===== config.mk =====
export PLATFORM = sky130hd
export DESIGN_NAME = renode_ahb_subordinate
export DESIGN_NICKNAME = d
export VERILOG_FILES = /design/src/rtl/renode_pkg.sv /design/src/rtl/renode_ahb_subordinate.sv
export SDC_FILE = /design/constraint.sdc
export NUM_CORES = 1
export LEC_CHECK = 0
export ABC_CLOCK_PERIOD_IN_PS = 1800
export BUFFER_PORTS_ARGS = -buffer_cell sky130_fd_sc_hd__buf_2
export CAP_MARGIN = 20
export CELL_PAD_IN_SITES_DETAIL_PLACEMENT = 0
export CELL_PAD_IN_SITES_GLOBAL_PLACEMENT = 2
export CORE_ASPECT_RATIO = 0.6
export CORE_MARGIN = 5
export CORE_UTILIZATION = 23
export DETAILED_ROUTE_END_ITERATION = 16
export PLACE_DENSITY_LB_ADDON = 0.1
export SYNTH_ARGS = -nofsm -noshare
export SYNTH_HDL_FRONTEND = slang
export SYNTH_SLANG_ARGS = --single-unit

===== constraint.sdc =====
create_clock -name HCLK -period 1.8 [get_ports HCLK]
set_input_delay 0.09 -clock HCLK [delete_from_list [all_inputs] [get_ports HCLK]]
set_output_delay 0.09 -clock HCLK [all_outputs]
set_load 0.03 [all_outputs]

===== src/rtl/renode_pkg.sv =====
// Shared AHB-Lite encodings and helpers for the Renode co-simulation bridges.
package renode_pkg;

  typedef enum logic [1:0] {
    HTRANS_IDLE   = 2'd0,
    HTRANS_BUSY   = 2'd1,
    HTRANS_NONSEQ = 2'd2,
    HTRANS_SEQ    = 2'd3
  } ahb_htrans_e;

  typedef enum logic [2:0] {
    HSIZE_BYTE  = 3'd0,
    HSIZE_HALF  = 3'd1,
    HSIZE_WORD  = 3'd2,
    HSIZE_DWORD = 3'd3,
    HSIZE_4W    = 3'd4,
    HSIZE_8W    = 3'd5,
    HSIZE_16W   = 3'd6,
    HSIZE_32W   = 3'd7
  } ahb_hsize_e;

  localparam int unsigned AHB_MAX_STRB = 8;

  // Lanes [addr_lsbs, addr_lsbs + 2**size) set; callers truncate to their bus width.
  function automatic logic [AHB_MAX_STRB-1:0] ahb_byte_strobe(input ahb_hsize_e size,
                                                             input logic [2:0] addr_lsbs);
    logic [AHB_MAX_STRB-1:0] strb;
    int unsigned nbytes;
    int unsigned lo;
    strb   = '0;
    nbytes = 32'd1 << size;
    lo     = 32'(addr_lsbs);
    for (int unsigned i = 0; i < AHB_MAX_STRB; i++) begin
      strb[i] = (i >= lo) && (i < lo + nbytes);
    end
    return strb;
  endfunction

endpackage


===== src/rtl/renode_ahb_subordinate.sv =====
// AHB-Lite subordinate forwarding each beat to Renode over a valid/ready request
// channel and a single-pulse response channel; one beat outstanding at a time.
module renode_ahb_subordinate
  import renode_pkg::*;
#(
  parameter int unsigned ADDR_WIDTH     = 32,
  parameter int unsigned DATA_WIDTH     = 32,
  parameter int unsigned TIMEOUT_CYCLES = 0
) (
  input  logic                    HCLK,
  input  logic                    HRESET,
  input  logic                    HSEL,
  input  logic [ADDR_WIDTH-1:0]   HADDR,
  input  logic [1:0]              HTRANS,
  input  logic                    HWRITE,
  input  logic [2:0]              HSIZE,
  input  logic [3:0]              HBURST,
  input  logic                    HREADY,
  input  logic [DATA_WIDTH-1:0]   HWDATA,
  output logic [DATA_WIDTH-1:0]   HRDATA,
  output logic                    HREADYOUT,
  output logic                    HRESP,
  output logic                    req_valid,
  input  logic                    req_ready,
  output logic                    req_write,
  output logic [ADDR_WIDTH-1:0]   req_addr,
  output logic [DATA_WIDTH-1:0]   req_wdata,
  output logic [DATA_WIDTH/8-1:0] req_strb,
  input  logic                    rsp_valid,
  input  logic [DATA_WIDTH-1:0]   rsp_rdata,
  input  logic                    rsp_error
);

  localparam int unsigned STRB_WIDTH = DATA_WIDTH / 8;
  localparam int unsigned MAX_SIZE   = $clog2(STRB_WIDTH);

  typedef enum logic [2:0] {
    S_IDLE,
    S_REQ,
    S_WAIT_RSP,
    S_ERR1,
    S_ERR2
  } state_e;

  state_e                state, state_nxt;
  logic [ADDR_WIDTH-1:0] addr_q;
  logic                  write_q;
  ahb_hsize_e            size_q;
  logic [15:0]           tmo_cnt;
  logic                  can_accept;
  logic                  accept;
  logic                  beat_ok;
  logic                  misaligned;
  logic                  timeout;
  logic [7:0]            size_mask;
  logic [2:0]            lane_lsbs;
  logic                  hburst_unused;

  // Each beat is handled on its own, so the burst type carries no information here.
  assign hburst_unused = ^HBURST;

  assign can_accept = (state == S_IDLE) || (state == S_ERR2);
  assign accept     = HSEL && HREADY &&
                      (ahb_htrans_e'(HTRANS) inside {HTRANS_NONSEQ, HTRANS_SEQ});
  assign size_mask  = 8'((9'd1 << HSIZE) - 9'd1);
  assign misaligned = |(HADDR[2:0] & size_mask[2:0]);
  assign beat_ok    = (32'(HSIZE) <= MAX_SIZE) && !misaligned;
  assign timeout    = (TIMEOUT_CYCLES != 0) &&
                      (({1'b0, tmo_cnt} + 17'd1) >= 17'(TIMEOUT_CYCLES));

  always_comb begin
    state_nxt = state;
    case (state)
      S_IDLE, S_ERR2: begin
        if (accept) state_nxt = beat_ok ? S_REQ : S_ERR1;
        else        state_nxt = S_IDLE;
      end
      S_REQ: begin
        if (req_ready) state_nxt = S_WAIT_RSP;
      end
      S_WAIT_RSP: begin
        if (rsp_valid)    state_nxt = rsp_error ? S_ERR1 : S_IDLE;
        else if (timeout) state_nxt = S_ERR1;
      end
      S_ERR1:  state_nxt = S_ERR2;
      default: state_nxt = S_IDLE;
    endcase
  end

  always_ff @(posedge HCLK or posedge HRESET) begin
    if (HRESET) begin
      state     <= S_IDLE;
      HREADYOUT <= 1'b1;
      HRESP     <= 1'b0;
    end else begin
      state     <= state_nxt;
      HREADYOUT <= (state_nxt == S_IDLE) || (state_nxt == S_ERR2);
      HRESP     <= (state_nxt == S_ERR1) || (state_nxt == S_ERR2);
    end
  end

  always_ff @(posedge HCLK or posedge HRESET) begin
    if (HRESET) begin
      addr_q  <= '0;
      write_q <= 1'b0;
      size_q  <= HSIZE_BYTE;
    end else if (can_accept && accept) begin
      addr_q  <= HADDR;
      write_q <= HWRITE;
      size_q  <= ahb_hsize_e'(HSIZE);
    end
  end

  always_ff @(posedge HCLK or posedge HRESET) begin
    if (HRESET) begin
      tmo_cnt <= '0;
    end else if (state != S_WAIT_RSP) begin
      tmo_cnt <= '0;
    end else if (tmo_cnt != '1) begin
      tmo_cnt <= tmo_cnt + 16'd1;
    end
  end

  always_ff @(posedge HCLK or posedge HRESET) begin
    if (HRESET) begin
      HRDATA <= '0;
    end else if ((state == S_WAIT_RSP) && rsp_valid && !rsp_error && !write_q) begin
      HRDATA <= rsp_rdata;
    end
  end

  assign req_valid = (state == S_REQ);
  assign req_write = write_q;
  assign req_addr  = addr_q;
  assign req_wdata = HWDATA;
  assign lane_lsbs = addr_q[2:0] & 3'(STRB_WIDTH - 1);
  assign req_strb  = STRB_WIDTH'(ahb_byte_strobe(size_q, lane_lsbs));

endmodule


==> metrics.md, run 1 <==
| Metric | Value |
|---|---|
| Pwr Density | `approximately 1800 nW/um2` |
| GR Overflow Total | `0` |
| Avg Cell Area, Syn | `about 15 um2` |
| Layout cells sized above 1 | `0.610` |
| CTS Buffer Depth | `2` |
| Final Non-Filler Cells | `629` |
| EDFF count, synth | `0` |
| # placed instances | `548` |
| Final setup viols | `3` |
| CP max stage delay | `0.39 ns` |
| GRT Overall Usage | `0.107` |
| Synth unique cells | `34` |
| Worst-path cell chain | `nor3_2, ha_2, inv_2, fa_2, nor4b_4, a22o_1, a32oi_2, buf_6` |
| First-pass GRT wire length | `14000 um` |
| Total number of vias | `between 2000 and 2500` |
| Arrival time at the worst endpoint | `2.24 ns` |
| Status | `finished, violations left` |
| Hold Crit Class | `primary input to flip-flop` |
| Largest net degree at the start of global routing | `37` |
| Worst Tran Pin Value | `between 0.4 and 0.5 ns` |
| Post-Route WL | `9060 um` |
| Fin util | `0.361` |
| Area Overhead vs Synth | `56.0%` |
| Row cnt | `34` |
| Inserted Diodes | `0` |
| Final Max Tran Viols | `0` |
| Routed wire length per instance | `14.4 um` |
| Final Hold Viols | `0` |
| Startpoint types | `flip-flop` |
| Async SR Flop Fraction | `1.00` |
| Critical Path RT | `1.71 ns` |
| Highest Clock Rate | `430 MHz` |
| DR pass1 iterations | `4` |
| Die Area | `17000 um2` |
| Sink Count | `73` |
| Top Ports | `217` |
| Die Y | `103 um` |
| Via/cell ratio | `3.86` |
| CP Capture Type | `output pin` |
| Worst hold slack | `0.0274 ns` |
| Crit-path slowest cell | `dfrtp_1` |
| Placeable Area | `between 10000 and 15000 um2` |
| Filler instances | `1446` |
| Sequential fraction of the synthesis area | `0.551` |
| Setup WS post-layout | `-0.526 ns` |
| Worst-Skew Late Latency | `0.33 ns` |
| Tcrit/Tclk final | `1.29` |
| Violated checks | `setup timing` |
| Max_slew headroom | `0.700` |
| DP HPWL | `6330 um` |
| Synth Flop Type | `dfrtp_1` |
| Initial drt markers | `80` |
| Port Buffer Count | `147` |
| Buffers & Inverters on Critical Path | `2` |
| H-tree Lvls | `3` |
| Syn Inst Count | `~230` |
| RePlAce Congestion | `0.667` |
| RSZ-0062 raised after global routing | `true` |
| Starting Density | `0.232` |
| Clock Skews | `0.00973 ns` |
| Placed inst area | `4200 um2` |
| CP Max Fanout | `3` |
| Mapped Nets | `345` |
| CTS clk-pin slew, worst paths | `approximately 0.050 ns` |
| Die Wd | `165 um` |
| Vias in the first global route | `2658` |
| Initial antenna violation count | `0` |
| Max Cap Viol | `0` |
| Peak supply drop | `0.677 mV` |
| YS warnings | `0` |
| Post-Syn Area | `3320 um2` |
| Fin area | `5180 um2` |
| Minimum clock period after layout | `2.33 ns` |
| Leak pwr | `2.58 nW` |
| Clock buffer count from CTS | `9` |
| Crit-path leading delay family | `adder cells` |
| Post-route ant nets | `0` |
| DRC | `0` |
| Clk root buf | `clkbuf_16` |
| Seq cells post-synth | `73` |
| CTS tree | `done` |
| Path type of the worst setup path | `flip-flop to output pin` |
| Final net count | `543` |
[placed cells by master (no fill, tap or decap), drive strengths merged, types with 2 or more instances in the layout]
master and instances:
nand2 6, clkinv 3, a21o 2, dlygate4sd3 63, nor2 4, inv 7, nand2b 2, clkbuf 10
a31oi 2, clkinvlp 3, buf 164, mux2 68, nor3 2, dfrtp 72, ha 3
[where the power goes]
part	switching, mW	internal [mW]
clock network	0.707	0.973
logic	2.74	1.95
registers	0.414	2.45
total	3.86	5.38
[state kept, by name, indices dropped and copies added, names as in the netlist]
| name | cells |
|---|---|
| HREADYOUT | 1 |
| req_addr | 32 |
| HRDATA | 32 |
| HRESP | 1 |
| state | 3 |
| size_q | 3 |
| req_write | 1 |
[cells in the mapped netlist, types with 2 or more instances]
library cell	count	area (um2)
buf_2	5	25.0
nand2b_1	2	12.5
dfrtp_1	72	1800
ha_1	3	37.5
inv_1	7	26.3
buf_6	3	33.8
a31oi_1	2	12.5
mux2_4	30	450
buf_4	32	240
nand2_1	6	22.5
a21o_1	2	15.0
mux2_2	38	428
nor3_1	2	10.0
nor2_1	4	15.0
[final timing paths]
path / from / endpoint / slack [ns] / depth (start not counted)
min in group asynchronous: HRESET / req_addr[8]$_DFFE_PP0P_ / 0.31 / 3
setup reg to reg: state[2]$_DFF_PP0_ / HRDATA[14]$_DFFE_PP0P_ / 0.06 / 4
hold / removal: HADDR[1] / req_addr[1]$_DFFE_PP0P_ / 0.03 / 2
setup / recovery: size_q[0]$_DFFE_PP0P_ / req_strb[2] / -0.53 / 8
max in group asynchronous: HRESET / HREADYOUT$_DFF_PP1_ / 0.91 / 4
hold reg to reg: req_addr[19]$_DFFE_PP0P_ / req_addr[19]$_DFFE_PP0P_ / 0.50 / 1
[kinds of logic after synthesis]
kind of cell,count (synthesis),share of synthesized area
flip-flops,73,0.551
multiplexers,68,0.265
AND/OR/NAND/NOR,25,0.0441
adder cells (fa/ha/maj),4,0.0173
AO/OA/AOI/OAI,11,0.0253
buffers and inverters,47,0.0980
[metal layers]
metal,GRT usage,part of all wire,vias up
li1,-,-,1159
met1,0.146,0.49,1129
met2,0.151,0.39,115
met3,0.0495,0.10,25
met4,0.0332,0.014,0
met5,0,0,-
[area by class of cell]
| type | instances | area [um2] | area share |
|---|---|---|---|
| Clock inverter | 6 | 42.5 | 0.00821 |
| Multi-Input combinational cell | 108 | 1220 | 0.235 |
| Tap cell | 198 | 248 | 0.0478 |
| Inverter | 7 | 30.0 | 0.00580 |
| Timing Repair Buffer | 227 | 1570 | 0.303 |
| Sequential cell | 73 | 1830 | 0.353 |
| Clock buffer | 10 | 239 | 0.0461 |
[timing repair]
action | 4_1_cts | 5_1_grt
resized for setup | 9 | 1
endpoints found under the setup margin | 35 | 3
hold endpoints to repair | 76 | 0
hold buffers | 63 | 0
setup buffers | 1 | 0
pin swaps | 5 | 2
cloned | 1 | 0
[through the flow]
step	setup WS, ns	setup TNS [ns]	total power [mW]
after detailed placement	-0.259	-3.02	7.39
after floorplan	-0.125	-0.207	6.09
after global placement	-0.232	-3.12	7.43
final	-0.526	-1.50	9.24
after global routing	-0.662	-1.89	9.80
after CTS	-0.557	-1.59	9.38
No activity file was read; power rests on OpenSTA's default activity.
==> run 2: changes to the inputs <==
BUFFER_PORTS_ARGS = unset   (was -buffer_cell sky130_fd_sc_hd__buf_2)
CORE_UTILIZATION = 33   (was 23)
DONT_BUFFER_PORTS = 1   (was unset)
==> metrics.md, run 2 (synthesized netlist as in run 1, its figures left out) <==
| Metric | Value |
|---|---|
| Status | `finished, violations left` |
| Violated checks | `setup timing` |
| Startpoint types | `flip-flop` |
| Total number of vias | `just under 2000` |
| Clk root buf | `clkbuf_16` |
| Sink Count | `73` |
| Initial antenna violation count | `0` |
| Setup_tns | `-1.45 ns` |
| CTS tree | `done` |
| Worst hold slack | `~0.018 ns` |
| Pre-CTS setup slack | `-0.172 ns` |
| DRC | `0` |
| Hold Crit Class | `primary input to flip-flop` |
| CP Capture Type | `output pin` |
| Post-Route WL | `7660 um` |
| Clock buffer count from CTS | `9` |
| Initial drt markers | `38` |
| Die Wd | `around 140 um` |
| Final net count | `around 410` |
| # placed instances | `341` |
| Largest net degree at the start of global routing | `43` |
| Final Non-Filler Cells | `between 400 and 500` |
| Critical Path RT | `1.71 ns` |
| Max Cap Viol | `0` |
| Placeable Area | `9840 um2` |
| Worst Tran Pin Value | `0.696 ns` |
| GRT Overall Usage | `0.129` |
| R2R Setup Slk | `0.06 ns` |
| Leak pwr | `2.04 nW` |
| Fin area | `4490 um2` |
| Via/cell ratio | `approximately 4.6` |
| Layout cells sized above 1 | `0.397` |
| Final setup viols | `3` |
| Fin util | `0.456` |
| Die Y | `around 90 um` |
| GR Overflow Total | `0` |
| Port Buffer Count | `0` |
| CTS Buffer Depth | `2` |
| DP HPWL | `5310 um` |
| Post-route ant nets | `0` |
| Area Overhead vs Synth | `35.2%` |
| Commonest non-fill, non-tap cell in the layout | `dlygate4sd3_1` |
| Clock Skews | `about 0.0079 ns` |
| Clock power share | `0.217` |
| Peak supply drop | `0.990 mV` |
| Buffers & Inverters on Critical Path | `2` |
| Top Ports | `217` |
| Max_slew headroom | `0.535` |
| CTS clk-pin slew, worst paths | `0.06 ns` |
| Crit-path leading delay family | `adder cells` |
| Highest Clock Rate | `434 MHz` |
| Die Area | `~12000 um2` |
| Worst-Skew Late Latency | `0.33 ns` |
| Worst-path cell chain | `nor3_2, ha_2, inv_2, fa_2, nor4b_2, a22o_1, a32oi_2, buf_6` |
| Final Max Tran Viols | `0` |
| Logic gate share of total power | `0.269` |
| Minimum clock period after layout | `2.30 ns` |
| Pwr Density | `1940 nW/um2` |
| Row cnt | `28` |
| H-tree Lvls | `3` |
| Pint | `5.06 mW` |
| DR pass1 iterations | `4` |
| Inserted Diodes | `0` |
| Setup WS post-layout | `-0.504 ns` |
| Final Hold Viols | `0` |
| Sequential power share | `0.515` |
| Crit-path slowest cell | `dfrtp_1` |
| Vias in the first global route | `2298` |
| Tcrit/Tclk final | `1.28` |
| Arrival time at the worst endpoint | `between 2 and 2.5 ns` |
| CP Max Fanout | `3` |
| Sw Share | `0.419` |
| Sw Pwr | `3.65 mW` |
| Tot Pwr | `around 8.7 mW` |
| CP max stage delay | `0.39 ns` |
| Placed inst area | `3410 um2` |
| RSZ-0062 raised after global routing | `true` |
| Most frequent cells in the layout | `72 x dlygate4sd3_1, 70 x dfrtp_1, 38 x mux2_2` |
| Starting Density | `0.337` |
| RePlAce Congestion | `0.682` |
| Routed wire length per instance | `17.8 um` |
| Path type of the worst setup path | `flip-flop to output pin` |
| First-pass GRT wire length | `12400 um` |
## run 2: changes by cell type in the layout (fill, tap and decap cells not counted), sizes merged
cell	before	now
bufinv	0	2
inv	7	6
buf	164	20
dlygate4sd3	63	72
clkinv	3	1
## run 2: worst register-to-register path, cell delays in order (launching register included)
cell and delay [ns]:
dfrtp_1 0.38, and2b_1 0.21, or4b_4 0.52, buf_12 0.19, mux2_4 0.32
## run 2: final timing paths
| path | startpoint | to | cells after the start |
|---|---|---|---|
| setup reg to reg | state[2]$_DFF_PP0_ | HRDATA[21]$_DFFE_PP0P_ | 4 |
| max in group asynchronous | HRESET | HREADYOUT$_DFF_PP1_ | 3 |
| min in group asynchronous | HRESET | HRDATA[19]$_DFFE_PP0P_ | 2 |
| setup / recovery | size_q[0]$_DFFE_PP0P_ | req_strb[2] | 8 |
| hold / removal | HSEL | state[0]$_DFF_PP0_ | 2 |
| hold reg to reg | state[2]$_DFF_PP0_ | state[1]$_DFF_PP0_ | 2 |
## run 2: layer usage
metal  track usage  part of all wire
met5             0                 0
met4        0.0337            0.0085
met3        0.0807              0.12
met2         0.213              0.47
met1         0.143              0.40
## run 2: power groups by stage
stage | clock network [mW] | registers, mW | logic, mW
after global placement | 0 | 4.54 | 2.09
after CTS | 1.96 | 4.51 | 2.36
after global routing | 2.03 | 4.60 | 2.54
after floorplan | 0 | 4.42 | 1.67
after detailed placement | 0 | 4.52 | 2.18
final | 1.89 | 4.48 | 2.34
## run 2: area by class of cell
cell class	count	area, um2
Clock buffer	10	239
Tap cell	135	169
Inverter	7	30.0
Timing Repair Buffer	92	932
Sequential cell	73	1830
Fill cell	866	5360
Clock inverter	5	80.1
Multi-Input combinational cell	108	1210
## run 2: repair_timing
action | 4_1_cts | 5_1_grt
endpoints found under the setup margin | 35 | 3
pin swaps | 4 | 2
gates cloned | 1 | 0
hold endpoints to repair | 102 | 0
buffers inserted | 0 | 1
gates resized for setup | 4 | 0
hold buffers | 72 | 0
==> run 3: changes to the inputs <==
CELL_PAD_IN_SITES_DETAIL_PLACEMENT = 1   (was 0)
CELL_PAD_IN_SITES_GLOBAL_PLACEMENT = 1   (was 2)
==> metrics.md, run 3 (synthesized netlist as in run 1, its figures left out) <==
| Metric | Value |
|---|---|
| Clk root buf | `clkbuf_16` |
| Worst-path cell chain | `nor3_2, ha_2, inv_2, fa_2, nor4b_2, a22o_1, buf_4, a31oi_4` |
| Post-Route WL | `8080 um` |
| CP Capture Type | `output pin` |
| Max_slew headroom | `0.464` |
| Crit-path slowest cell | `dfrtp_1` |
| Die Area | `12200 um2` |
| CTS Buffer Depth | `2` |
| Worst-Skew Late Latency | `0.33 ns` |
| Final net count | `a little over 400` |
| DP HPWL | `5380 um` |
| H-tree Lvls | `3` |
| Worst Tran Pin Value | `approximately 0.8 ns` |
| Leak pwr | `2.04 nW` |
| Commonest non-fill, non-tap cell in the layout | `dlygate4sd3_1` |
| Largest net degree at the start of global routing | `41` |
| Total number of vias | `about 2000` |
| Highest Clock Rate | `433 MHz` |
| Initial drt markers | `24` |
| Post-route ant nets | `0` |
| Final Hold Viols | `0` |
| Crit-path leading delay family | `adder cells` |
| Vias in the first global route | `2313` |
| Layout cells sized above 1 | `0.401` |
| Most frequent cells in the layout | `73 x dlygate4sd3_1, 70 x dfrtp_1, 38 x mux2_2` |
| Clock buffer count from CTS | `9` |
| CTS clk-pin slew, worst paths | `roughly 0.060 ns` |
| CTS tree | `done` |
| Final setup viols | `3` |
| Hold Crit Class | `primary input to flip-flop` |
| DR pass1 iterations | `3` |
| First-pass GRT wire length | `12900 um` |
| Die Y | `a little under 90 um` |
| Critical Path RT | `1.71 ns` |
| Startpoint types | `flip-flop` |
| CP max stage delay | `0.39 ns` |
| Buffers & Inverters on Critical Path | `2` |
| Peak supply drop | `0.771 mV` |
| DRC | `0` |
| Minimum clock period after layout | `between 2 and 2.5 ns` |
| Setup WS post-layout | `-0.507 ns` |
| Area Overhead vs Synth | `35.4%` |
| Violated checks | `setup timing` |
| Status | `finished, violations left` |
| Row cnt | `28` |
| Final Max Tran Viols | `0` |
| Clock Skews | `0.00835 ns` |
| Placeable Area | `9840 um2` |
| Port Buffer Count | `0` |
| Via/cell ratio | `4.61` |
| Arrival time at the worst endpoint | `about 2.2 ns` |
| GR Overflow Total | `0` |
| CP Max Fanout | `3` |
| Die Wd | `around 140 um` |
| Tcrit/Tclk final | `1.28` |
| Path type of the worst setup path | `flip-flop to output pin` |
| Sink Count | `73` |
| Top Ports | `217` |
| RePlAce Congestion | `0.675` |
| Initial antenna violation count | `0` |
| Fin area | `4490 um2` |
| Placed inst area | `3410 um2` |
| Routed wire length per instance | `18.7 um` |
| RSZ-0062 raised after global routing | `true` |
| Max Cap Viol | `0` |
| Tot Pwr | `8.67 mW` |
| GRT Overall Usage | `0.135` |
| Inserted Diodes | `0` |
| Pwr Density | `1930 nW/um2` |
| Starting Density | `0.337` |
-- run 3: changes by cell type in the layout (fill, tap and decap cells not counted), sizes merged --
cell         previous run  this run
clkbuf                 10        11
bufinv                  2         1
buf                    20        21
dlygate4sd3            72        73
-- run 3: cell type report --
| type | instances | area, um2 |
|---|---|---|
| clock buffers | 11 | 243 |
| clock inverters | 4 | 53.8 |
| fillers | 959 | 5350 |
| inverters | 7 | 30.0 |
| multi-input cells | 108 | 1220 |
| flip-flops and latches | 73 | 1830 |
| well taps | 135 | 169 |
| repair buffers | 94 | 950 |
-- run 3: worst paths after layout --
path                                             from  cells after the start                       end  slack, ns
max in group asynchronous                      HRESET                      3    HRDATA[19]$_DFFE_PP0P_       0.75
min in group asynchronous                      HRESET                      2  req_addr[18]$_DFFE_PP0P_       0.38
worst min register to register     state[2]$_DFF_PP0_                      2        state[1]$_DFF_PP0_       0.59
worst min-delay path                             HSEL                      2        state[1]$_DFF_PP0_       0.01
worst max register to register     state[2]$_DFF_PP0_                      4    HRDATA[18]$_DFFE_PP0P_       0.06
worst max-delay path            size_q[2]$_DFFE_PP0P_                      8               req_strb[1]      -0.51
-- run 3: power breakdown --
group          switching (mW)  total, mW  internal (mW)
registers                2.05       4.49           2.44
logic                    1.00       2.42           1.42
clock network           0.650       1.75           1.10
total                    3.71       8.67           4.96
-- run 3: worst register-to-register path: stages (launching register included) --
cell	delay, ns
dfrtp_1	0.38
and2b_1	0.21
or4b_4	0.53
buf_12	0.19
mux2_4	0.32
-- run 3: timing repair --
action                                  4_1_cts  5_1_grt
hold buffers                                 73        0
pin swaps                                     3        3
endpoints found under the setup margin       35        6
hold endpoints to repair                    103        0
cloned                                        1        0
gates resized for setup                       6        1
buffers inserted                              2        0
-- run 3: metrics by stage --
| stage | std cells | hold WS [ns] | TNS, ns | utilization | setup slack [ns] |
|---|---|---|---|---|---|
| final | 432 | 0.0138 | -1.43 | 0.457 | -0.507 |
| after global routing | 432 | 0.0198 | -1.67 | 0.457 | -0.583 |
| after CTS | 432 | 0.00236 | -1.50 | 0.456 | -0.525 |
| after detailed placement | 341 | 0.152 | -2.60 | 0.346 | -0.178 |
| after global placement | 341 | 0.113 | -2.34 | 0.346 | -0.118 |
| after floorplan | 228 | 0.239 | -0.207 | - | -0.125 |
-- run 3: per-layer routing --
| metal | routed length [um] | track usage | vias up |
|---|---|---|---|
| met5 | 0 | 0 | - |
| met4 | 103 | 0.0391 | 0 |
| met3 | 909 | 0.0824 | 19 |
| met2 | 3870 | 0.221 | 104 |
| met1 | 3190 | 0.151 | 980 |
| li1 | - | - | 889 |
